File: src/rtl/sample_arb.sv
// sample_arb: shares one SRAM write port among NREQ samplers, writing one frame of SRAM_DEPTH words per enable.
// Define SAMPLE_ARB_RR_EN for round-robin arbitration; otherwise fixed priority (lowest index wins).
module sample_arb #(
  parameter int DATAWIDTH  = 32,
  parameter int SAMPLEADDR = 16,
  parameter int NREQ       = 4,
  parameter int SRAM_DEPTH = 1024
) (
  input  logic                      i_clk,
  input  logic                      i_rst_n,
  input  logic                      i_enable,
  input  logic [NREQ-1:0]           i_req,
  input  logic [NREQ*DATAWIDTH-1:0] i_wdata,
  output logic [NREQ-1:0]           o_gnt,
  output logic                      o_sram_we,
  output logic [SAMPLEADDR-1:0]     o_sram_addr,
  output logic [DATAWIDTH-1:0]      o_sram_wdata,
  output logic                      o_sram_full,
  output logic                      o_busy,
  output logic                      o_done
);
  localparam int IW = NREQ > 1 ? $clog2(NREQ) : 1;
  localparam int CW = SAMPLEADDR + 1;
  typedef enum logic [1:0] {IDLE, ARB, WRITE, DONE} state_t;
  state_t                r_state, w_next;
  logic [CW-1:0]         r_cnt;
  logic [IW-1:0]         r_win, w_win;
  logic [SAMPLEADDR-1:0] r_addr;
  logic [DATAWIDTH-1:0]  r_data;
  logic                  r_full;
  logic                  w_any, w_last, w_grant;
  assign w_any   = |i_req;
  assign w_last  = r_cnt == CW'(SRAM_DEPTH - 1);
  assign w_grant = r_state == ARB && w_any;
`ifdef SAMPLE_ARB_RR_EN
  logic [IW-1:0] r_ptr;
  // descending scan: the last hit is the requester closest after r_ptr
  always_comb begin
    int j;
    j = 0;
    w_win = '0;
    for (int k = NREQ; k >= 1; k--) begin
      j = int'(r_ptr) + k;
      if (j >= NREQ) j = j - NREQ;
      if (i_req[j]) w_win = IW'(j);
    end
  end
  always_ff @(posedge i_clk or negedge i_rst_n)
    if (!i_rst_n) r_ptr <= IW'(NREQ - 1);
    else if (w_grant) r_ptr <= w_win;
`else
  always_comb begin
    w_win = '0;
    for (int k = NREQ - 1; k >= 0; k--)
      if (i_req[k]) w_win = IW'(k);
  end
`endif
  always_ff @(posedge i_clk or negedge i_rst_n)
    if (!i_rst_n) r_state <= IDLE;
    else r_state <= w_next;
  always_comb begin
    w_next = r_state;
    unique case (r_state)
      IDLE:    w_next = i_enable ? ARB : IDLE;
      ARB:     w_next = w_any ? WRITE : ARB;
      WRITE:   w_next = w_last ? DONE : ARB;
      default: w_next = IDLE;
    endcase
  end
  // address and data are captured at the grant so they hold steady through and after the write
  always_ff @(posedge i_clk or negedge i_rst_n)
    if (!i_rst_n) begin
      r_cnt  <= '0;
      r_win  <= '0;
      r_addr <= '0;
      r_data <= '0;
      r_full <= 1'b0;
    end else begin
      if (r_state == IDLE && i_enable) begin
        r_cnt  <= '0;
        r_full <= 1'b0;
      end
      if (w_grant) begin
        r_win  <= w_win;
        r_addr <= r_cnt[SAMPLEADDR-1:0];
        r_data <= i_wdata[int'(w_win)*DATAWIDTH +: DATAWIDTH];
      end
      if (r_state == WRITE) begin
        r_cnt <= r_cnt + 1'b1;
        if (w_last) r_full <= 1'b1;
      end
    end
  assign o_gnt        = (r_state == WRITE) ? NREQ'(1) << r_win : '0;
  assign o_sram_we    = r_state != WRITE;
  assign o_sram_addr  = r_addr;
  assign o_sram_wdata = r_data;
  assign o_sram_full  = r_full;
  assign o_busy       = r_state != IDLE;
  assign o_done       = r_state == DONE;
endmodule

File: config.mk
export PLATFORM = sky130hd
export DESIGN_NAME = sample_arb
export DESIGN_NICKNAME = d
export VERILOG_FILES = /design/src/rtl/sample_arb.sv
export SDC_FILE = /design/constraint.sdc
export NUM_CORES = 1
export LEC_CHECK = 0
export CORE_MARGIN = 4
export CORE_UTILIZATION = 41
export CTS_BUF_LIST = sky130_fd_sc_hd__clkbuf_4 sky130_fd_sc_hd__clkbuf_8
export CTS_CLUSTER_DIAMETER = 120
export DETAILED_ROUTE_END_ITERATION = 6
export GPL_ROUTABILITY_DRIVEN = 0
export PLACE_DENSITY = 0.83
export SLEW_MARGIN = 20
export SYNTH_ARGS = -nofsm -noshare
export SYNTH_HDL_FRONTEND = slang
export SYNTH_SLANG_ARGS = --single-unit
File: constraint.sdc
create_clock -name i_clk -period 2.05 [get_ports i_clk]
set_clock_uncertainty 0.05 [all_clocks]
set_input_delay 0.205 -clock i_clk [delete_from_list [all_inputs] [get_ports i_clk]]
set_output_delay 0.205 -clock i_clk [all_outputs]
set_load 0.005 [all_outputs]
# [After elaboration in Yosys (flattened, before gate mapping)]
# Cells that the tools add are included.
[word_totals] reg_bits=70 inputBits=135 output_inout_bits=56 wordCells=34
[classes] addsub=1 n_eq_ne=5 shift=2 mux=14 reduce_logical=6
[op_table] op="variable part select 128 x 8 -> 32 bit" count=1
[op_table] op="two-way mux 17 bit" count=2
[op_table] op="adder 17 x 1 -> 17 bit (second input constant)" count=1
[op_table] op="equality test 17 x 10 -> 1 bit (second input constant)" count=1
[op_table] op="two-way mux 2 bit" count=6
[op_table] op="case mux 2 bit (3 select lines)" count=1
[op_table] op="equality test 2 bit (second input constant)" count=2
[op_table] op="two-way mux 1 bit" count=4
[op_table] op="two-way mux 4 bit" count=1
[op_table] op="nonzero test 2 bit" count=2
[op_table] op="OR reduction 4 bit" count=1
[op_table] op="left shift 1 x 2 -> 4 bit (first input constant)" count=1
[op_table] op="equality test 2 x 1 -> 1 bit (second input constant)" count=1
[op_table] op="logical AND 1 bit" count=2
[op_table] op="logical NOT 2 bit" count=1
[op_table] op="!= test 2 bit (second input constant)" count=1

# [Logic depth before layout (Yosys ltp)]
[logic_depth] word_depth=5 depth_mapped=6 mapped_depth_nobuf=5

# [Least setup slack after synthesis]
# No wires, ideal clock.
[synth_timing] path_type="register to register" from="register r_cnt[5]" to="register r_cnt[11]" setup_ns=0.069 t_arrival_ns=1.502 required_ns=1.931 setup_slack_ns=0.429 stages_incl_launch_ff=6 path_buffers=1 period_less_slack_ns=1.621 path_cell_list="dfrtp_1 > buf_4 > nand4_2 > or3_4 > or4_1 > nand3_1"
[synth_via] elab_chain_len=2
[synth_rtl] element="start, declared" line="26" text="logic [CW-1:0] r_cnt;"
[synth_rtl] element="start signal, assigned" line="89" text="r_cnt <= r_cnt + 1'b1;"
[synth_rtl] element="adder 17 x 1 -> 17 bit" line="89"
[synth_rtl] element="two-way mux 17 bit" line="88" text="if (r_state == WRITE) begin"
# No other way between the ends.
# A chain may end at the register's enable or synchronous reset.

# [Final worst setup path]
[layout_timing] from="register r_state[0]" to="output o_gnt[0]"
[layout_via] elab_chain_len=2
[layout_rtl] element="start, declared" line="25" text="state_t r_state, w_next;"
[layout_rtl] element="start signal, assigned" line="60" text="else r_state <= w_next;"
[layout_rtl] element="equality test 2 bit" line="93" text="assign o_gnt = (r_state == WRITE) ? NREQ'(1) << r_win : '0;"
[layout_rtl] element="two-way mux 4 bit" line="93"
[layout_rtl] element="end, declared" line="14" text="output logic [NREQ-1:0] o_gnt,"
# No other way between the ends.

==> reports/metrics.cfg <==
[critical_path]
critPathKind=flip-flop to primary output
max_stage_delay_ns=0.52
slowest_stage=clkdlybuf4s50_1
cp-start-kind=flip-flop
arrival_ns=1.75
crit_fanout=7
worstPathRequired_ns=1.79
path_cells=and2b_2 > inv_1 > nor3_1 > clkdlybuf4s50_1
endpoint_kind=primary output

[global_routing]
grt_max_degree=71
overflow=0
antenna_found_initial=0
grt_pass1_vias=3961
grt_pass1_wl_um=19040
track_usage_pct=22.96

[layout]
final_util_pct=69.99
drive_gt1_share_pct=10.67
diodes=0
multi_input_area_um2=1779
regArea_um2=1752
n_fill_cell=650
syn_to_final_growth_pct=66.14
nNetsFinal=712

[synthesis]
synth.area.top_cells=dfrtp_1 (48%), o31ai_1 (13%), nand2_1 (5.8%), or3_1 (5.8%), o22ai_1 (5.4%)
ys.flop_type=dfrtp_1
yosysTopAreaCellShare_pct=47.68
synthTopCellsByCount=dfrtp_1 (70), o31ai_1 (64), nand2_1 (57)
synth_mux_area_share_pct=6.812
ys_ff_latch=70
syn_nets=520
yosys.area_share.simple_pct=18.49
ys_seq_area_share_pct=47.68
yosys.area.top_type=dfrtp_1
async_reset_ff_share_pct=100.0
yosys_warnings=0
syn_area_um2=3674
synthCells=384
synth_edf_count=0
synth_top_family_by_area=compound AO/OA/AOI/OAI gates
synthAdderAreaFrac_pct=0.3406
synth_compound_area_share_pct=22.38
yosys.area_share.xor_xnor_pct=0
ys_types=37
yosysMostFrequentCell=dfrtp_1
syn_area_per_cell_um2=9.566

[timing]
slew_headroom_pct=42.03
timing.final.max_slew_violations=0
setup_violations=0
period_share_pct=97.73
tightest_slew_ns=0.8695
finalHoldViolCount=0
fmax_mhz=499.1
grt_setup_unrepaired=yes
fin_crit_ns=2.003

[clock_network]
clk_latency_ns=0.34
cts_sinks=70
clockBufferDepth=2
cts_buffers=9
root_buffer=clkbuf_8
cts_tree=yes
cts.clk_slew.worst_paths_ns=0.07
htreeDepth=3

[placement]
portBuffers=190
dp_hpwl_um=9342

[power_and_ir_drop]
irDropWorstVdd_v=0.0004766
power_mw=6.004
p_per_area_nw_per_um2=983.8
p_leak_nw=2.588

[detailed_routing]
via_per_inst=5.636
ant_nets=0
dr.first_iter.drc_count=112
firstDrtPassIters=4
routed_wirelength_um=12120
via_count=3883
route.detailed.drc=0
wl_per_cell_um=17.59

[floorplanning]
coreArea_um2=8721
initial_core_util_pct=42.12
die_h_um=102.7
io_pins=191
placementRows=34
dieArea_um2=10540
dieWidth_um=102.7

[run]
maxCapViolations=0

[worst_hold_path]
min_path_type=flip-flop to flip-flop

[status]
status=finished clean

-- through the flow --
step | area, um^2 | instances | setup slack (ns) | hold slack (ns) | setup TNS, ns
final | 6103 | 689 | 0.04654 | 0.4301 | 0
after global routing | 6103 | 689 | -0.02190 | 0.4466 | -0.04055
after CTS | 6093 | 689 | 0.04321 | 0.4291 | 0
after detailed placement | 5821 | 671 | -0.03174 | 0.3306 | -0.2513
after global placement | 5821 | 671 | 0.002959 | 0.3205 | 0
after floorplan | 3674 | 384 | 0.4290 | -0.1406 | 0
-- area by class of cell --
| cell class | count | area share [%] |
|---|---|---|
| well taps | 108 | 2.214 |
| flip-flops and latches | 70 | 28.70 |
| clock buffers | 13 | 2.727 |
| repair buffers | 212 | 35.42 |
| inverters | 5 | 0.3075 |
| clock inverters | 3 | 1.476 |
| multi-input cells | 278 | 29.15 |
-- timing repair --
item	in CTS	in global routing
endpoints found under the hold margin	70	0
setup endpoints to repair	4	3
hold buffers	1	0
resized for setup	1	4
pin swaps	0	0
setup buffers	1	0
-- worst max-delay path: cells and delay by family, from the launching register on --
kind | cells | cell delay, ns
buffers and inverters | 2 | 0.64
flip-flops | 1 | 0.39
AND/OR/NAND/NOR | 2 | 0.39
-- sequential cells by signal, indices dropped and copies added (netlist names) --
signal and cells:
o_sram_wdata 32, o_sram_addr 16, r_cnt 17, r_win 2, o_sram_full 1, r_state 2
-- where the power goes --
group	internal, mW	switching, mW	leakage (nW)
Clock	0.904	0.502	0.131
Combinational	1.50	1.07	1.55
Sequential	1.78	0.246	0.911
Total	4.19	1.81	2.59
-- layer usage --
layer	global-route usage [%]	routed length [um]	vias to the layer above
met4	9.082	358	0
met5	0	0	-
met1	27.35	4628	1832
met2	39.32	6137	171
met3	6.292	995	31
li1	-	-	1849
-- placed cells by master, fill, tap and decap left out, types with 6 or more instances in the layout --
cell type          n
mux2i_1            7
nand4_1            6
o21ai_0           14
dfrtp_1           70
clkdlybuf4s50_1  186
nand3_1            9
buf_4             14
or3_1             34
o31ai_1           64
mux2_2            16
clkbuf_8          11
buf_12             7
nor2_1             6
nand2_1           56
o22ai_1           32
-- cell families after synthesis --
family	after synthesis
and+or+nand+nor	133
muxes	23
AOI/OAI and AO/OA	121
DFF	70
buffers and inverters	36
adders and majority gates	1
-- worst paths after layout --
check | startpoint | cells after the start | endpoint | slack, ns
setup / recovery | r_state[0]$_DFF_PN0_ | 4 | o_gnt[0] | 0.05
hold / removal | o_sram_wdata[7]$_DFFE_PN0P_ | 2 | o_sram_wdata[7]$_DFFE_PN0P_ | 0.43
setup reg to reg | r_cnt[5]$_DFFE_PN0P_ | 4 | r_cnt[11]$_DFFE_PN0P_ | 0.26
hold reg to reg | o_sram_wdata[7]$_DFFE_PN0P_ | 2 | o_sram_wdata[7]$_DFFE_PN0P_ | 0.43
max in group asynchronous | i_rst_n | 2 | o_sram_wdata[13]$_DFFE_PN0P_ | 0.91
min in group asynchronous | i_rst_n | 2 | r_cnt[7]$_DFFE_PN0P_ | 0.49
Power figures use the tool's default switching activity.
